==> src/rtl/cpu_pkg.sv <==
// Shared encodings for the multicycle CPU control path: opcodes, ALU ops, FSM states, IR fields.
// Pure definitions; no timing or flow-control behaviour.
package cpu_pkg;

  localparam logic [3:0] OP_ALU  = 4'h0;
  localparam logic [3:0] OP_ADDI = 4'h4;
  localparam logic [3:0] OP_LW   = 4'h5;
  localparam logic [3:0] OP_SW   = 4'h6;
  localparam logic [3:0] OP_BEQ  = 4'h9;
  localparam logic [3:0] OP_BNE  = 4'hA;
  localparam logic [3:0] OP_BLT  = 4'hB;
  localparam logic [3:0] OP_BGE  = 4'hC;
  localparam logic [3:0] OP_HALT = 4'hF;

  localparam int OPC_MSB   = 15;
  localparam int OPC_LSB   = 12;
  localparam int RS_MSB    = 11;
  localparam int RS_LSB    = 9;
  localparam int RD_MSB    = 8;
  localparam int RD_LSB    = 6;
  localparam int RT_MSB    = 5;
  localparam int RT_LSB    = 3;
  localparam int FUNCT_MSB = 2;
  localparam int FUNCT_LSB = 0;
  localparam int IMM_W     = 6;

  typedef enum logic [2:0] {
    ALU_ADD, ALU_SUB, ALU_AND, ALU_OR, ALU_XOR, ALU_SLT, ALU_SHL, ALU_SHR
  } alu_op_e;

  typedef enum logic [2:0] {
    ST_FETCH, ST_DECODE, ST_EXEC, ST_MEM, ST_WB, ST_HALTED
  } ctrl_state_e;

  function automatic logic op_legal(input logic [3:0] op);
    case (op)
      OP_ALU, OP_ADDI, OP_LW, OP_SW, OP_BEQ, OP_BNE, OP_BLT, OP_BGE, OP_HALT: return 1'b1;
      default: return 1'b0;
    endcase
  endfunction

endpackage

==> src/rtl/cpu_branch_eval.sv <==
// Branch resolution from opcode and comparator flags; purely combinational, no backpressure.
module cpu_branch_eval
  import cpu_pkg::*;
(
  input  logic [3:0] opcode,
  input  logic       cmp_eq,
  input  logic       cmp_lt,
  output logic       taken,
  output logic       is_branch
);

  always_comb begin
    taken     = 1'b0;
    is_branch = 1'b1;
    case (opcode)
      OP_BEQ:  taken = cmp_eq;
      OP_BNE:  taken = !cmp_eq;
      OP_BLT:  taken = cmp_lt;
      OP_BGE:  taken = !cmp_lt;
      default: is_branch = 1'b0;
    endcase
  end

endmodule

==> src/rtl/cpu_ctrl_fsm.sv <==
// Multicycle control sequencer: branch 3, ALU/ADDI/SW 4, LW 5 cycles with zero-wait memory.
// Memory phases stall on mem_ready; a stall reaching MAX_WAIT halts the CPU with bus_err.
module cpu_ctrl_fsm
  import cpu_pkg::*;
#(
  parameter int CNT_W    = 16,
  parameter int MAX_WAIT = 255
) (
  input  logic             clk,
  input  logic             reset,
  input  logic [3:0]       opcode,
  input  logic [2:0]       funct,
  input  logic             cmp_eq,
  input  logic             cmp_lt,
  input  logic             mem_ready,
  output logic             mem_req,
  output logic             mem_we,
  output logic             mem_addr_sel,
  output logic             ir_load,
  output logic             pc_inc,
  output logic             pc_branch,
  output logic             mdr_load,
  output logic             alu_src_imm,
  output alu_op_e          alu_op,
  output logic             rf_we,
  output logic             rf_wsrc,
  output logic             halted,
  output logic             illegal,
  output logic             bus_err,
  output logic [CNT_W-1:0] retired
);

  localparam int WAIT_W = $clog2(MAX_WAIT + 1);

  ctrl_state_e       state, state_nxt;
  logic [WAIT_W-1:0] wait_cnt;
  logic              taken, is_branch, is_mem_op, mem_phase, wait_expired, retire;

  cpu_branch_eval u_branch_eval (
    .opcode    (opcode),
    .cmp_eq    (cmp_eq),
    .cmp_lt    (cmp_lt),
    .taken     (taken),
    .is_branch (is_branch)
  );

  assign is_mem_op    = (opcode == OP_LW) || (opcode == OP_SW);
  assign mem_phase    = (state == ST_FETCH) || (state == ST_MEM);
  assign wait_expired = mem_phase && !mem_ready && (wait_cnt == WAIT_W'(MAX_WAIT));
  assign retire = ((state == ST_EXEC) && is_branch) ||
                  ((state == ST_MEM) && mem_ready && (opcode == OP_SW)) ||
                  (state == ST_WB) ||
                  ((state == ST_DECODE) && (opcode == OP_HALT));

  always_ff @(posedge clk) begin
    if (reset) state <= ST_FETCH;
    else       state <= state_nxt;
  end

  always_comb begin
    state_nxt = state;
    case (state)
      ST_FETCH: begin
        if (mem_ready)         state_nxt = ST_DECODE;
        else if (wait_expired) state_nxt = ST_HALTED;
      end
      ST_DECODE: begin
        if (!op_legal(opcode) || (opcode == OP_HALT)) state_nxt = ST_HALTED;
        else                                          state_nxt = ST_EXEC;
      end
      ST_EXEC: begin
        if (is_branch)      state_nxt = ST_FETCH;
        else if (is_mem_op) state_nxt = ST_MEM;
        else                state_nxt = ST_WB;
      end
      ST_MEM: begin
        if (mem_ready)         state_nxt = (opcode == OP_LW) ? ST_WB : ST_FETCH;
        else if (wait_expired) state_nxt = ST_HALTED;
      end
      ST_WB:   state_nxt = ST_FETCH;
      default: state_nxt = ST_HALTED;
    endcase
  end

  // Strobes are forced low while reset is held even though the reset state is FETCH.
  always_comb begin
    mem_req      = 1'b0;
    mem_we       = 1'b0;
    mem_addr_sel = 1'b0;
    ir_load      = 1'b0;
    pc_inc       = 1'b0;
    pc_branch    = 1'b0;
    mdr_load     = 1'b0;
    alu_src_imm  = 1'b0;
    alu_op       = ALU_ADD;
    rf_we        = 1'b0;
    rf_wsrc      = 1'b0;
    if (!reset) begin
      case (state)
        ST_FETCH: begin
          mem_req = 1'b1;
          ir_load = mem_ready;
          pc_inc  = mem_ready;
        end
        ST_EXEC: begin
          if (is_branch) begin
            alu_op    = ALU_SUB;
            pc_branch = taken;
          end else if (opcode == OP_ALU) begin
            alu_op = alu_op_e'(funct);
          end else begin
            alu_src_imm = 1'b1;
          end
        end
        ST_MEM: begin
          mem_req      = 1'b1;
          mem_addr_sel = 1'b1;
          mem_we       = (opcode == OP_SW);
          mdr_load     = mem_ready && (opcode == OP_LW);
        end
        ST_WB: begin
          rf_we   = 1'b1;
          rf_wsrc = (opcode == OP_LW);
        end
        default: ;
      endcase
    end
  end

  assign halted = (state == ST_HALTED);

  always_ff @(posedge clk) begin
    if (reset) begin
      wait_cnt <= '0;
      retired  <= '0;
      illegal  <= 1'b0;
      bus_err  <= 1'b0;
    end else begin
      if (mem_ready || (state_nxt != state) || !mem_phase) wait_cnt <= '0;
      else                                                 wait_cnt <= wait_cnt + 1'b1;
      if (retire)                                    retired <= retired + 1'b1;
      if ((state == ST_DECODE) && !op_legal(opcode)) illegal <= 1'b1;
      if (wait_expired)                              bus_err <= 1'b1;
    end
  end

endmodule

==> config.mk <==
export PLATFORM = sky130hd
export DESIGN_NAME = cpu_ctrl_fsm
export DESIGN_NICKNAME = d
export VERILOG_FILES = /design/src/rtl/cpu_pkg.sv /design/src/rtl/cpu_branch_eval.sv /design/src/rtl/cpu_ctrl_fsm.sv
export SDC_FILE = /design/constraint.sdc
export NUM_CORES = 1
export LEC_CHECK = 0
export ABC_AREA = 1
export CORE_ASPECT_RATIO = 1.4
export CORE_MARGIN = 5
export CORE_UTILIZATION = 40
export CTS_CLUSTER_SIZE = 24
export DETAILED_ROUTE_END_ITERATION = 12
export PLACE_DENSITY = 0.71
export SYNTH_ARGS = -nofsm -noshare
export SYNTH_HDL_FRONTEND = slang
export SYNTH_HIERARCHICAL = 1
export SYNTH_SLANG_ARGS = --single-unit
==> constraint.sdc <==
create_clock -name clk -period 1.9 [get_ports clk]
set_clock_uncertainty 0.2 [all_clocks]
set_input_delay 0.57 -clock clk [delete_from_list [all_inputs] [get_ports clk]]
set_output_delay 0.57 -clock clk [all_outputs]
set_load 0.05 [all_outputs]
== Word-level counts from Yosys, hierarchy flattened ==
Memories as Yosys holds them, arrays and structs flattened.
Cells that the tools add are included.

* Add/sub/neg operators: 2
* Eq/ne operators: 14
* Muxes and demuxes: 37
* Reduce and logical (&&, ||, !) cells: 27

{| class="wikitable"
|+ Operators by type and width
! operator !! number
|-
| $mux 3 || 11
|-
| $mux 1 || 24
|-
| $eq 4x4->1 const B || 5
|-
| $add 16x1->16 const B || 1
|-
| $pmux 3 s5 || 1
|-
| $add 8x1->8 const B || 1
|-
| $eq 4x3->1 const B || 2
|-
| $eq 8x8->1 const B || 1
|-
| $logic_and 1x1->1 || 8
|-
| $logic_or 1x1->1 || 8
|-
| $eq 3x2->1 const B || 2
|-
| $eq 3x3->1 const B || 2
|-
| $logic_not 1->1 || 6
|-
| $logic_not 4->1 || 1
|-
| $pmux 1 s4 || 1
|-
| $reduce_or 2->1 || 2
|-
| $reduce_or 4->1 || 1
|-
| $eq 3x1->1 const B || 1
|-
| $logic_not 3->1 || 1
|-
| $ne 3x3->1 || 1
|}

* Register bits after elaboration: 29
* Memory bits (read-only): 32
* Input bits: 12
* Output and inout port bits: 32
* Word-level logic and storage cells: 87
* Memories kept: 2

{| class="wikitable"
|+ Memory list
! name !! depth !! width !! rd ports !! clocked after Yosys merged registers in !! wr ports !! RTL line !! RTL
|-
| (name not given) || 16 || 1 || 1 || 0 || 0 || cpu_pkg.sv:36 || <nowiki>case (op)</nowiki>
|-
| (name not given) || 16 || 1 || 1 || 0 || 0 || cpu_pkg.sv:36 ||
|}

== Logic depth before layout (Yosys ltp) ==
* Depth in word-level cells: 11
* Mapped depth: 12
* Mapped depth without buffers: 12

== Modules after synthesis ==
The synthesis kept the hierarchy.

{| class="wikitable"
|+ Modules (own cells, without submodules)
! module !! instances !! cells each !! area each (sq um) !! sequential area each (sq um)
|-
| cpu_ctrl_fsm || 1 || 281 || 1880.6 || 580.6
|-
| cpu_branch_eval || 1 || 22 || 88.8 || 0.0
|}

== Worst setup path before layout ==
No wires, ideal clock.

* Path kind: input port to output port
* From: input opcode[1]
* To: output mdr_load
* Data arrival time: 2397 ps
* Required time: 1130 ps
* Setup slack: -1267 ps
* Cell stages on the path: 4
* Buffers on the path: 0
* Cell sequence: inv_1 ha_1 nand3_1 nor4_1

* Cells in the longest elaborated chain, start to end: 4

{| class="wikitable"
|+ Ends and longest elaborated chain
! element !! RTL line !! RTL
|-
| from (decl) || cpu_ctrl_fsm.sv:11 || <nowiki>input logic [3:0] opcode,</nowiki>
|-
| $eq 4x3->1 || cpu_ctrl_fsm.sv:119 || <nowiki>mdr_load = mem_ready && (opcode == OP_LW);</nowiki>
|-
| $logic_and 1x1->1 || cpu_ctrl_fsm.sv:119 ||
|-
| $mux 1 || cpu_ctrl_fsm.sv:99 || <nowiki>case (state)</nowiki>
|-
| $mux 1 || cpu_ctrl_fsm.sv:98 || <nowiki>if (!reset) begin</nowiki>
|-
| to (decl) || cpu_ctrl_fsm.sv:22 || <nowiki>output logic mdr_load,</nowiki>
|}

No other way between the ends.

== Final worst setup path ==
* From: input opcode[0]
* To: output pc_branch

* Cells in the longest elaborated chain, start to end: 6
* Elaborated cells between the ends (all ways): 10
* Those cells by class: eq/ne: 4; mux: 5; reduce/logical: 1

{| class="wikitable"
|+ Ends and longest elaborated chain
! element !! RTL line !! RTL
|-
| $eq 4x4->1 || cpu_branch_eval.sv:15 || <nowiki>case (opcode)</nowiki>
|-
| $reduce_or 4->1 (no line) * || -- ||
|-
| $mux 1 * || cpu_branch_eval.sv:15 ||
|-
| named net is_branch || cpu_ctrl_fsm.sv:37 || <nowiki>logic taken, is_branch, is_mem_op, mem_phase, wait_expired, retire;</nowiki>
|-
| $mux 1 * || cpu_ctrl_fsm.sv:106 || <nowiki>if (is_branch) begin</nowiki>
|-
| $mux 1 * || cpu_ctrl_fsm.sv:99 ||
|-
| $mux 1 * || cpu_ctrl_fsm.sv:98 ||
|-
| to (decl) || cpu_ctrl_fsm.sv:21 || <nowiki>output logic pc_branch,</nowiki>
|}

The timed path passes the listed nets; every way through them passes the cells marked *.

==> metrics <==
CP Capture Type primary output; Post-Route WL 10670 um; crit share post-route 130.7%; root buf cell clkbuf_8; Diodes inserted 0; die span in y 93.03 um; CTS Buf Count 5; synth warn 6; ranking of synthesized cells by area dfxtp_1, nand2_1, inv_1; port bufs 43; wire length per cell 21.64 um; Worst Path Required 1.13 ns; Synth Area in Simple Gates 42.63%; Total GRT Usage 25.64%; commonest non-fill, non-tap cell in the layout nand2_1; Reg clk slew, reported paths 0.06 ns; worst-path maximum fanout 3; fin cells 493; area grow syn2layout 117.9%; cell row count 30; CTS tree yes; DR iter-0 viols 343; Bufs on Longest Clock Path 2; HP Start wait_cnt[0]; Post-Place Cells 452; Reg-to-Reg Start state[0]; Rel. slew slack 75.03%; I/O Pins 44; Core Box Area 0.004805 mm2; slack of the critical path -0.5840 ns; # clock sinks 29; Unique masters post-synth 27; Hold WC Path Type reg -> reg; synthesized area 0.001969 mm2; #FFs+latches synth 29; Hold Buf Count CTS 0; leakage 0.001803 uW; Startpoint Class primary input; nets 446; die area 0.006447 mm2; Setup crit start opcode[0]; Max Clk Rate 402.6 MHz; Final HPWL DP 4681 um; critical path data arrival time 1.71 ns; outcome finished, violations left; design area 0.004292 mm2; routed vias/inst 5.988; Tmin final 2.484 ns; PD cells 721.4 mW/mm2; Least-Margin Pin Slew 0.3716 ns; endpoints failing setup 42; Max-cap violations 0; Crit Path Category in -> out; first-pass GRT wire length 13280 um; post-placement cell area 0.003367 mm2; TritonRoute pass-1 iters 6; Synth Instances 303; Compound-Gate Fraction of Synth Area 7.751%; Final ANT Viol Nets 0; most frequent cells in the layout nand2_1, buf_4, buf_12; Seq/Total Area, Yosys 29.48%; Clock Latency Late Sink 0.29 ns; Yosys top cell by area dfxtp_1; VDD IR max 0.5379 mV; Mean Syn Cell Area 6.500 um2; fraction of layout cells with a size suffix above 1 56.64%; xor/xnor share of the synthesized area 6.226%; Initial Utilization 40.99%; Die X 69.30 um; Final Hold Vio Count 0; grt ovf 0; failing checks setup timing; Hold Path Depth 1; Post-Synth Adder-Cell Area 3.812%; vias in the first global route 2800; top-area cell type share of the netlist area 29.48%; DR vias 2952; multiplexer share of the synthesized area 0%; antenna violations before repair 0; RD Place Congestion 0.8640; Remaining DRCs 0; unrepaired setup endpoints after global routing true; R2R cell count 12; Slew Limit Fails 0; largest net degree at the start of global routing 13; Synthesized Nets 321; largest family of logic cells by synthesized area simple AND/OR/NAND/NOR gates; CTS H-tree depth 2
worst max-delay path: stages:
cell and delay [ns]:
buf_8 0.10, buf_6 0.12, nor2_4 0.16, nand2_2 0.09, o21ai_4 0.10, inv_2 0.10
nor2_4 0.12, nand2_2 0.08, nor2_4 0.13, buf_12 0.14
state kept, by name (all words and copies together) (netlist names):
register  cells
retired      16
wait_cnt      8
state         3
bus_err       1
illegal       1
cell usage after synthesis, drive strengths merged:
master	instances
nor2	37
xor2	7
nand3	26
xnor2	7
and2	1
nand2	80
nand3b	1
a21oi	20
nor3	25
o21ai	9
inv	41
nor4	1
clkbuf	3
nand4	5
a211oi	1
buf	4
dfxtp	29
ha	6
stage by stage:
| step | utilization, % | power (uW) | setup TNS [ns] | hold WS [ns] | worst slack (ns) |
|---|---|---|---|---|---|
| after floorplan | - | 1351 | -2.300 | 0.2412 | -0.3451 |
| after global placement | 70.08 | 1759 | -29.56 | 0.2521 | -0.8501 |
| after detailed placement | 70.08 | 1787 | -30.95 | 0.2671 | -0.8988 |
| after CTS | 80.26 | 2685 | -8.730 | 0.2762 | -0.5016 |
| after global routing | 89.32 | 3174 | -17.25 | 0.2955 | -0.6070 |
| final | 89.32 | 3096 | -15.69 | 0.2768 | -0.5840 |
cells by family after synthesis:
| logic type | count (synthesis) |
|---|---|
| adder cells (fa/ha/maj) | 6 |
| XOR/XNOR | 14 |
| AND/OR/NAND/NOR | 176 |
| buffers and inverters | 48 |
| AO/OA/AOI/OAI | 30 |
| flip-flops | 29 |
path summary, 6_finish.rpt:
path / slack [ns] / end
worst max-delay path: -0.58 / pc_branch
worst min-delay path: 0.28 / wait_cnt[0]
worst min register to register: 0.28 / wait_cnt[0]
worst max register to register: -0.28 / retired[8]
report_power, final:
part	total, uW	switching [uW]	internal, uW
Clock	683	256	427
Sequential	708	53.4	654
Combinational	1700	980	725
Total	3100	1290	1810
final cells by class:
| class | instances | area (um2) |
|---|---|---|
| timing repair buffer | 124 | 1528 |
| clock buffer | 7 | 86.33 |
| tap | 64 | 80.08 |
| clock inverter | 1 | 30.03 |
| sequential | 29 | 591.8 |
| inverter | 41 | 198.9 |
| multi-input combinational | 226 | 1768 |
| timing repair inverter | 1 | 8.758 |
| fill | 208 | 513.0 |
routing by layer:
layer  global-route usage (%)  routed length, um
met5                        0                  0
met4                    15.64               1038
met3                    5.161                758
met2                    50.32               5479
met1                    23.79               3392
repair_timing:
item | in CTS | in global routing
gates resized for setup | 92 | 83
gates cloned | 0 | 1
setup endpoints to repair | 42 | 41
pin swaps | 25 | 39
buffers inserted | 18 | 16
(Power assumes the default switching activity.)
